`config.mk`:
```
export PLATFORM = sky130hd
export DESIGN_NAME = serial_adder_ctrl
export DESIGN_NICKNAME = d
export VERILOG_FILES = /design/src/rtl/serial_adder_ctrl.sv
export SDC_FILE = /design/constraint.sdc
export NUM_CORES = 1
export LEC_CHECK = 0
export CAP_MARGIN = 40
export CORE_ASPECT_RATIO = 1.75
export CORE_MARGIN = 1.5
export CORE_UTILIZATION = 30
export CTS_BUF_LIST = sky130_fd_sc_hd__clkbuf_2
export DETAILED_ROUTE_END_ITERATION = 8
export GPL_TIMING_DRIVEN = 1
export MAX_ROUTING_LAYER = met4
export PLACE_DENSITY = 0.47
export SLEW_MARGIN = 20
export SYNTH_ARGS = -nofsm -noshare
export SYNTH_HDL_FRONTEND = slang
export SYNTH_SLANG_ARGS = --single-unit
```
`constraint.sdc`:
```
create_clock -name i_clk -period 2.95 [get_ports i_clk]
set_input_delay 0.295 -clock i_clk [delete_from_list [all_inputs] [get_ports i_clk]]
set_output_delay 0.295 -clock i_clk [all_outputs]
set_load 0.02 [all_outputs]
```
`src/rtl/serial_adder_ctrl.sv`:
```
// rtl/serial_adder_ctrl.sv - bit-serial adder controller around one full-adder cell
//
// Purpose:
//   Adds two WIDTH-bit unsigned operands one bit per clock, LSB first, using a
//   single full-adder cell built from two half_adder instances and an OR gate.
//   The controller owns the operand shift registers, the carry flop, the bit
//   counter and the start/busy/done handshake.
//
// Ports (serial_adder_ctrl):
//   i_clk    in   1      rising-edge clock
//   i_rst    in   1      synchronous, active-high reset
//   i_start  in   1      request, sampled only while idle
//   i_a      in   WIDTH  operand A, captured when start is accepted
//   i_b      in   WIDTH  operand B, captured when start is accepted
//   o_busy   out  1      high while adding and during the done cycle
//   o_done   out  1      one-cycle pulse, result valid in this cycle
//   o_sum    out  WIDTH  result register, held until the next result loads
//   o_cout   out  1      carry out of the MSB, held with o_sum
//
// Ports (half_adder):
//   i_a, i_b  in   1     addend bits
//   o_s       out  1     sum bit
//   o_c       out  1     carry bit

module half_adder (
  input  logic i_a,
  input  logic i_b,
  output logic o_s,
  output logic o_c
);

  assign o_s = i_a ^ i_b;
  assign o_c = i_a & i_b;

endmodule

module serial_adder_ctrl #(
  parameter int WIDTH = 8
) (
  input  logic             i_clk,
  input  logic             i_rst,
  input  logic             i_start,
  input  logic [WIDTH-1:0] i_a,
  input  logic [WIDTH-1:0] i_b,
  output logic             o_busy,
  output logic             o_done,
  output logic [WIDTH-1:0] o_sum,
  output logic             o_cout
);

  // Counter only needs to reach WIDTH-1.
  localparam int CW = (WIDTH > 1) ? $clog2(WIDTH) : 1;
  localparam logic [CW-1:0] LAST_BIT = CW'(WIDTH - 1);

  typedef enum logic [1:0] {
    S_IDLE = 2'd0,
    S_ADD  = 2'd1,
    S_DONE = 2'd2
  } state_t;

  state_t r_state;
  state_t w_state_next;

  logic [WIDTH-1:0] r_a_sh;
  logic [WIDTH-1:0] r_b_sh;
  logic [WIDTH-1:0] r_res_sh;
  logic             r_c;
  logic [CW-1:0]    r_cnt;
  logic [WIDTH-1:0] r_sum;
  logic             r_cout;

  logic             w_load;
  logic             w_step;
  logic             w_last;

  logic             w_s1;
  logic             w_c1;
  logic             w_s;
  logic             w_c2;
  logic             w_c_next;
  logic [WIDTH-1:0] w_res_next;

  // Full-adder cell: two half adders, carries merged with an OR.
  half_adder u_ha1 (
    .i_a (r_a_sh[0]),
    .i_b (r_b_sh[0]),
    .o_s (w_s1),
    .o_c (w_c1)
  );

  half_adder u_ha2 (
    .i_a (w_s1),
    .i_b (r_c),
    .o_s (w_s),
    .o_c (w_c2)
  );

  assign w_c_next = w_c1 | w_c2;

  // New sum bit enters at the MSB; after WIDTH shifts the first bit lands in bit 0.
  assign w_res_next = {w_s, r_res_sh[WIDTH-1:1]};

  always_ff @(posedge i_clk) begin
    if (i_rst) begin
      r_state <= S_IDLE;
    end else begin
      r_state <= w_state_next;
    end
  end

  always_comb begin
    w_state_next = r_state;
    w_load       = 1'b0;
    w_step       = 1'b0;
    w_last       = 1'b0;
    case (r_state)
      S_IDLE: begin
        if (i_start) begin
          w_load       = 1'b1;
          w_state_next = S_ADD;
        end
      end
      S_ADD: begin
        w_step = 1'b1;
        if (r_cnt == LAST_BIT) begin
          w_last       = 1'b1;
          w_state_next = S_DONE;
        end
      end
      S_DONE: begin
        // Start is not looked at here; a request must still be present in IDLE.
        w_state_next = S_IDLE;
      end
      default: begin
        w_state_next = S_IDLE;
      end
    endcase
  end

  always_ff @(posedge i_clk) begin
    if (i_rst) begin
      r_a_sh   <= '0;
      r_b_sh   <= '0;
      r_res_sh <= '0;
      r_c      <= 1'b0;
      r_cnt    <= '0;
      r_sum    <= '0;
      r_cout   <= 1'b0;
    end else begin
      if (w_load) begin
        r_a_sh   <= i_a;
        r_b_sh   <= i_b;
        r_res_sh <= '0;
        r_c      <= 1'b0;
        r_cnt    <= '0;
      end else if (w_step) begin
        r_a_sh   <= {1'b0, r_a_sh[WIDTH-1:1]};
        r_b_sh   <= {1'b0, r_b_sh[WIDTH-1:1]};
        r_res_sh <= w_res_next;
        r_c      <= w_c_next;
        r_cnt    <= r_cnt + CW'(1);
      end
      // Result registers update only when the last bit completes, so the
      // previous result stays visible for the whole next operation.
      if (w_last) begin
        r_sum  <= w_res_next;
        r_cout <= w_c_next;
      end
    end
  end

  assign o_busy = (r_state != S_IDLE);
  assign o_done = (r_state == S_DONE);
  assign o_sum  = r_sum;
  assign o_cout = r_cout;

endmodule
```
==> results of run 1 <==
power groups by stage:
stage	combinational, mW	sequential, mW	clock (mW)
finish	0.124	0.552	0.233
global route	0.140	0.555	0.265
CTS	0.126	0.552	0.247
detailed placement	0.125	0.563	0
global placement	0.120	0.562	0
floorplan	0.0908	0.557	0
critical path, delay by kind of cell (launching register included):
family | cells | cell delay [ns]
and+or+nand+nor | 1 | 0.18
DFF | 1 | 0.55
buffers and inverters | 1 | 0.62
routing by layer:
| metal | wire length (um) | share of wire (%) | up-vias |
|---|---|---|---|
| li1 | - | - | 687 |
| met1 | 1570 | 45 | 628 |
| met2 | 1730 | 50 | 21 |
| met3 | 108 | 3.1 | 5 |
| met4 | 64 | 1.8 | 0 |
| met5 | 0 | 0 | - |
Yosys cell counts, drive strengths merged (2+ instances only):
library cell	number	area share (%)
nand2	44	10
dfxtp	38	48
a21oi	34	11
nor2	15	3.6
buf	12	5.3
a211oi	11	5.2
nand3	11	3.5
clkbuf	5	1.2
nand2b	3	1.2
ha	2	1.6
inv	2	0.47
nor2b	2	0.79
o221a	2	1.4
o22a	2	1.1
stage by stage:
step | hold slack [ns] | area [um2]
CTS | 0.420 | 1910
floorplan | 0.431 | 1580
detailed placement | 0.447 | 1870
global placement | 0.443 | 1860
finish | 0.444 | 1910
global route | 0.426 | 1910
worst max path at each step:
stage,from,to
global route,r_state[1],o_done
floorplan,r_state[0],r_cnt[0]
detailed placement,i_start,r_res_sh[1]
global placement,i_start,r_cnt[0]
finish,r_state[1],o_done
CTS,r_state[1],o_done
sequential cells by signal, indices dropped and copies added (netlist names):
name	flops
o_sum	8
r_cnt	3
r_state	2
r_a_sh	8
r_b_sh	8
o_cout	1
r_res_sh	7
r_c	1
final cells by class:
class,count,area (um2),share of cell area (%)
Multi-Input combinational cell,134,714,37.3
Sequential cell,38,761,39.7
Tap cell,54,67.6,3.53
Inverter,2,7.51,0.392
Clock inverter,2,13.8,0.719
Clock buffer,6,30.0,1.57
Timing Repair Buffer,32,320,16.7
kinds of logic (layout without fill, tap and decap cells):
| group | after synthesis | after routing |
|---|---|---|
| AND/OR/NAND/NOR | 79 | 79 |
| AO/OA/AOI/OAI | 51 | 51 |
| flip-flops | 38 | 38 |
| buffers and inverters | 19 | 42 |
| adder cells (fa/ha/maj) | 3 | 3 |
| XOR/XNOR | 1 | 1 |
==> metrics.sh, run 1 <==
STATUS='completed'
FINAL.SETUP.WORST_SLACK_NS=0.940
GRT_USE_MET2_PCT=21.9
POST_CTS_RESIZED=0
POWER.SEQUENTIAL.FRACTION_PCT=60.7
HOLDBUFCOUNTCTS=0
FINALHOLDVIOLCOUNT=0
MAX_FANOUT_ON_CRITICAL_PATH=10
POST-CTS-SETUP-BUFFERS=0
USE_MET1_PCT=15.4
GRT_OVERFLOW=0
GLOBALPLACE.CONGESTION=0.717
MAX-VDD-IR-DROP_V=0.000286
LAYOUT_COMMON_CELLS='sky130_fd_sc_hd__nand2_1, sky130_fd_sc_hd__dfxtp_1, sky130_fd_sc_hd__a21oi_1'
SYNTH_SEQ_AREA_SHARE_PCT=48.1
SETUP_SLACK_AT_PLACEMENT_NS=0.807
YS_SEQ_ELEMENTS=38
SYNTH_FA_HA_AREA_SHARE_PCT=2.85
CHIPWIDTH_UM=57.9
LAYOUT.CORE_UTILIZATION_PCT=38.1
SYNTH.MUX.AREA_FRACTION_PCT=0
MAX_FREQ_MHz=497
SYNTH_EDF_COUNT=0
BUSIEST_LAYER='met2'
KIND_OF_CAPTURE_POINT_OF_THE_WORST_SETUP_PATH='primary output'
TRACK_USAGE_PCT=13.3
GRT_FIRST_PASS_WIRELENGTH_MM=5.81
FINAL_MIN_PERIOD_OVER_CLOCK_PERIOD_PCT=68.1
FP.DIEAREA_UM2=5740
START_UTIL_PCT=31.5
FINAL_COMMON_CELL='sky130_fd_sc_hd__nand2_1'
WORST_CLOCK_SKEW_NS=0.0210
FF2FF_SETUP_SLACK_NS=1.18
SETUP_TNS_NS=0
WORST_PATH_LARGEST_CELL_DELAY_NS=0.62
DRTANTENNAVIOLNETS=0
CLOCK_SINKS=38
DPL.CELL_COUNT=260
FIN_NETS=235
SYNTHESIS.YOSYS.WARNINGS=0
N_ANTENNA_CELL=0
POWER_FRAC_CLOCK_PCT=25.6
TRITONCTS.NUM_BUFFERS=5
POWER.SWITCHING_FRACTION_PCT=27.6
NETLIST_AREA_PRE_PLACE_UM2=1580
INSTANCES_NO_FILL=268
PORT_BUFFERS=29
INITIALDRTVIOLATIONCOUNT=29
HOLD_PATH_CLASS='input port to flip-flop'
PATH_CELLS='nor2b_1, clkdlybuf4s50_1'
RSZ_0062_RAISED_AFTER_GLOBAL_ROUTING='false'
CELLPOWERDENSITY_nW_PER_UM2=475
LARGEST_NET_DEGREE_AT_THE_START_OF_GLOBAL_ROUTING=21
FILLERINSTANCES=534
SYNTH_TOP_FAMILY_BY_AREA='simple AND/OR/NAND/NOR gates'
INTPOWER_mW=0.658
YOSYS.AREA_SHARE.XOR_XNOR_PCT=0.553
TOTAL_VIAS_IN_THE_FINAL_ROUTE=1341
KIND_OF_START_POINT_OF_THE_CRITICAL_PATH='flip-flop'
CRIT_REQUIRED_NS=2.65
SYNTHFLOPTYPE='sky130_fd_sc_hd__dfxtp_1'
DPL.HPWL_MM=2.40
FLOORPLAN.IO_PINS=30
SYNTH.DISTINCT_CELLS=24
DRV_CAP=0
P_TOTAL_mW=0.909
NUMBER_OF_ROWS_IN_THE_CORE_AREA=34
AVGVIACOUNTPERCELL=5.00
INSERTION_DELAY_NS=0.38
CORE_AREA_UM2=5020
DIE_HEIGHT_UM=99.1
VIA_COUNT_OF_THE_FIRST_GLOBAL_ROUTING_PASS=1293
PROPORTION_OF_SYNTHESIZED_FLIP_FLOPS_HAVING_ASYNCHRONOUS_SET_OR_RESET_PCT=0
SYN-INSTANCE-COUNT=191
REMAINING_DRC_ERRORS=0
SYN_TO_LAYOUT_AREA_DELTA_PCT=20.9
CLOCK-ROOT-BUFFER='sky130_fd_sc_hd__clkbuf_2'
WORSTMARGINPINSLEW_NS=0.848
TIMING.HOLD.WORST_ENDPOINT='r_a_sh[7]'
DRIVE_GT1_SHARE_PCT=7.94
SYNTH_FP_NETS=213
CRIT-REG2REG-LAUNCH='r_state[1]'
CRIT_TYPE='flip-flop to primary output'
COMB_POWER_SHARE_PCT=13.7
ANTENNA_VIOLATIONS_BEFORE_REPAIR=0
TIMING_MAX_TRANSITION_VIOLATIONS_FINAL=0
TIMING.FINAL.CRIT_PERIOD_NS=2.01
SETUP_VIOL=0
SLEW_HEADROOM_PCT=43.2
CTS_TREE='yes'
HOLDCRITSTARTPOINT='i_a[7]'
CTS_BUFFER_DEPTH=2
GROUTE.LAYER.MET3.USAGE_PCT=3.15
POWER_SPENT_CHARGING_AND_DISCHARGING_NETS_mW=0.251
CRITICAL-PATH-SLOWEST-CELL='sky130_fd_sc_hd__clkdlybuf4s50_1'
YOSYS.AREA_SHARE.SIMPLE_PCT=21.7
TIMING.REG2REG.WORST_PATH_DEPTH=3
SYNTH_AREA_PER_CELL_UM2=8.29
DRT-PASS1-ITER-COUNT=6
CTSHTREEMAXLEVEL=2
WHS_PATH_DEPTH=3
P_LEAK_nW=0.667
FINALWIRELENGTH_MM=3.48
WL_PER_CELL_UM=13.0
CLOCK_PIN_SLEW_WORST_SETUP_AND_HOLD_PATHS_NS=0.19
CP.ARRIVAL_NS=1.72
CRIT_REG_REG_ENDPOINT='r_res_sh[1]'
SYNTH_COMPOUND_AREA_SHARE_PCT=19.9
No activity file was read; power rests on OpenSTA's default activity.
==> run 2, diff against run 1 <==
Settings changed: PLACE_DENSITY 0.47 to 0.49.
Clock period 2.95 ns to 1.7 ns, I/O delays scaled along.
==> run 2 against run 1 <==
  * Global-route usage grew 0.69 points
  * Clock skew decreased by 0.0049 ns
  * Count of clock-buffer cells in the layout fell by 1
  * Die area unchanged
  * Utilization increased by 1.7 points
  * Non-clock buffer count grew 8
  * Critical endpoint is now o_busy
  * Sequential share of layout area is 1.6 points lower
  * Sequential power increased by 74%
  * Setup slack worse by 0.83 ns
==> metrics.sh, run 2 (synthesis results as in run 1) <==
POST_CTS_RESIZED=3  # +3
FIN_NETS=243  # +3.4%
POWER_FRAC_CLOCK_PCT=31.7  # +6.1 points
TRITONCTS.NUM_BUFFERS=5  # unchanged
MAX_FANOUT_ON_CRITICAL_PATH=9  # -1
FINAL_MIN_PERIOD_OVER_CLOCK_PERIOD_PCT=93.4
SETUP_SLACK_AT_PLACEMENT_NS=0.159  # -0.648 ns
FINAL.SETUP.WORST_SLACK_NS=0.112  # -0.828 ns
TIMING.FINAL.CRIT_PERIOD_NS=1.59
DRTANTENNAVIOLNETS=0  # unchanged
VIA_COUNT_OF_THE_FIRST_GLOBAL_ROUTING_PASS=1392  # +7.7%
LAYOUT_COMMON_CELLS='sky130_fd_sc_hd__nand2_1, sky130_fd_sc_hd__dfxtp_1, sky130_fd_sc_hd__a21oi_1'
CORE_AREA_UM2=5020  # unchanged
CHIPWIDTH_UM=57.9  # unchanged
SETUP_TNS_NS=0  # unchanged
CELLPOWERDENSITY_nW_PER_UM2=871  # +84%
INITIALDRTVIOLATIONCOUNT=42  # +45%
SYN_TO_LAYOUT_AREA_DELTA_PCT=26.3
CLOCK-ROOT-BUFFER='sky130_fd_sc_hd__clkbuf_2'
LAYOUT.CORE_UTILIZATION_PCT=39.8  # +1.7 points
DRT-PASS1-ITER-COUNT=6  # unchanged
INSERTION_DELAY_NS=0.40  # +0.02 ns
PLACEMENT.CELL_AREA_UM2=1940  # +3.5%
P_LEAK_nW=0.727  # +8.9%
FINALWIRELENGTH_MM=3.56  # +2.4%
GRT_OVERFLOW=0  # unchanged
FINAL_COMMON_CELL='sky130_fd_sc_hd__nand2_1'
CLOCK_SINKS=38  # unchanged
PORT_BUFFERS=29  # unchanged
POST-CTS-SETUP-BUFFERS=0  # unchanged
MAX-VDD-IR-DROP_V=0.000533  # +86%
LARGEST_NET_DEGREE_AT_THE_START_OF_GLOBAL_ROUTING=28  # +33%
STDCELL_AREA_UM2=2000  # +4.4%
MAX_FREQ_MHz=630
CRIT_REQUIRED_NS=1.53  # -1.12 ns
COMB_POWER_SHARE_PCT=13.3  # -0.4 points
N_ANTENNA_CELL=0  # unchanged
FINALHOLDVIOLCOUNT=0  # unchanged
CTS_BUFFER_DEPTH=2  # unchanged
CRIT_TYPE='flip-flop to primary output'
FP.DIEAREA_UM2=5740  # unchanged
REMAINING_DRC_ERRORS=0  # unchanged
FLOORPLAN.IO_PINS=30  # unchanged
HOLD_PATH_CLASS='input port to flip-flop'
CP.ARRIVAL_NS=1.42  # -0.30 ns
NUMBER_OF_ROWS_IN_THE_CORE_AREA=34  # unchanged
INTPOWER_mW=1.29  # +96%
CTS_TREE='yes'
GRT_FIRST_PASS_WIRELENGTH_MM=6.10  # +5.0%
CLOCK_PIN_SLEW_WORST_SETUP_AND_HOLD_PATHS_NS=0.19  # about the same
STATUS='completed'
TIMING_MAX_TRANSITION_VIOLATIONS_FINAL=0  # unchanged
DPL.HPWL_MM=2.53  # +5.4%
SLEW_HEADROOM_PCT=71.5  # +28 points
KIND_OF_CAPTURE_POINT_OF_THE_WORST_SETUP_PATH='primary output'
INSTANCES_NO_FILL=276  # +3.0%
TOTAL_VIAS_IN_THE_FINAL_ROUTE=1376  # +2.6%
DRIVE_GT1_SHARE_PCT=11.7  # +3.8 points
DPL.CELL_COUNT=268  # +3.1%
POWER.SEQUENTIAL.FRACTION_PCT=55.0  # -5.7 points
TRACK_USAGE_PCT=14.0  # +0.69 points
RSZ_0062_RAISED_AFTER_GLOBAL_ROUTING='false'
GLOBALPLACE.CONGESTION=0.711  # -0.78%
AVGVIACOUNTPERCELL=4.99  # -0.36%
ANTENNA_VIOLATIONS_BEFORE_REPAIR=0  # unchanged
CTSHTREEMAXLEVEL=2  # unchanged
DIE_HEIGHT_UM=99.1  # unchanged
WL_PER_CELL_UM=12.9  # -0.61%
POWER.SWITCHING_FRACTION_PCT=25.9  # -1.7 points
HOLDBUFCOUNTCTS=0  # unchanged
DRV_CAP=0  # unchanged
WORST_CLOCK_SKEW_NS=0.0161  # -0.00489 ns
START_UTIL_PCT=31.5  # unchanged
WORSTMARGINPINSLEW_NS=0.426  # -0.422 ns
POWER_SPENT_CHARGING_AND_DISCHARGING_NETS_mW=0.451  # +80%
SETUP_VIOL=0  # unchanged
KIND_OF_START_POINT_OF_THE_CRITICAL_PATH='flip-flop'
run 2: changes by cell type in the layout (fill, tap and decap cells not counted), sizes merged:
cell and delta:
bufinv +1, clkdlybuf4s50 -2, clkbuf -1, dlygate4sd2 +2, buf +8
run 2: routing by layer:
layer | GRT usage, % | up-vias | routed length [um]
met5 | - | - | 0
met4 | 6.44 | 0 | 74
met3 | 2.76 | 7 | 104
met2 | 25.2 | 25 | 1890
met1 | 14.1 | 642 | 1490
li1 | - | 702 | -
run 2: stage by stage:
step                power, mW  hold slack [ns]
floorplan                1.12            0.306
global placement         1.21            0.443
detailed placement       1.21            0.446
CTS                      1.77            0.286
global route             1.83            0.281
finish                   1.74            0.311
run 2: layout make-up:
class,instances,area [um2]
fill,547,3020
clock inverter,3,40.0
inverter,2,7.51
multi-input combinational,134,714
tap,54,67.6
clock buffer,5,25.0
sequential,38,762
timing repair buffer,40,383
run 2: final timing paths:
kind              slack [ns]   endpoint  cells past startpoint       start
setup / recovery        0.11     o_busy                      2  r_state[0]
hold / removal          0.31  r_b_sh[7]                      3      i_b[7]
setup reg to reg        0.28   o_sum[5]                      5    r_cnt[0]
hold reg to reg         0.47     o_cout                      2      o_cout
run 2: power by group through the flow:
| stage | Combinational [mW] | Sequential (mW) | Clock, mW |
|---|---|---|---|
| 2_1_floorplan | 0.158 | 0.967 | 0 |
| 3_3_place_gp | 0.231 | 0.976 | 0 |
| 3_5_place_dp | 0.236 | 0.977 | 0 |
| 4_1_cts | 0.236 | 0.959 | 0.571 |
| 5_1_grt | 0.257 | 0.966 | 0.610 |
| 6_report | 0.232 | 0.958 | 0.552 |
run 2: critical path: stages (launching register included):
cell	delay (ns)
sky130_fd_sc_hd__dfxtp_2	0.41
sky130_fd_sc_hd__or2_2	0.30
sky130_fd_sc_hd__dlygate4sd2_1	0.33
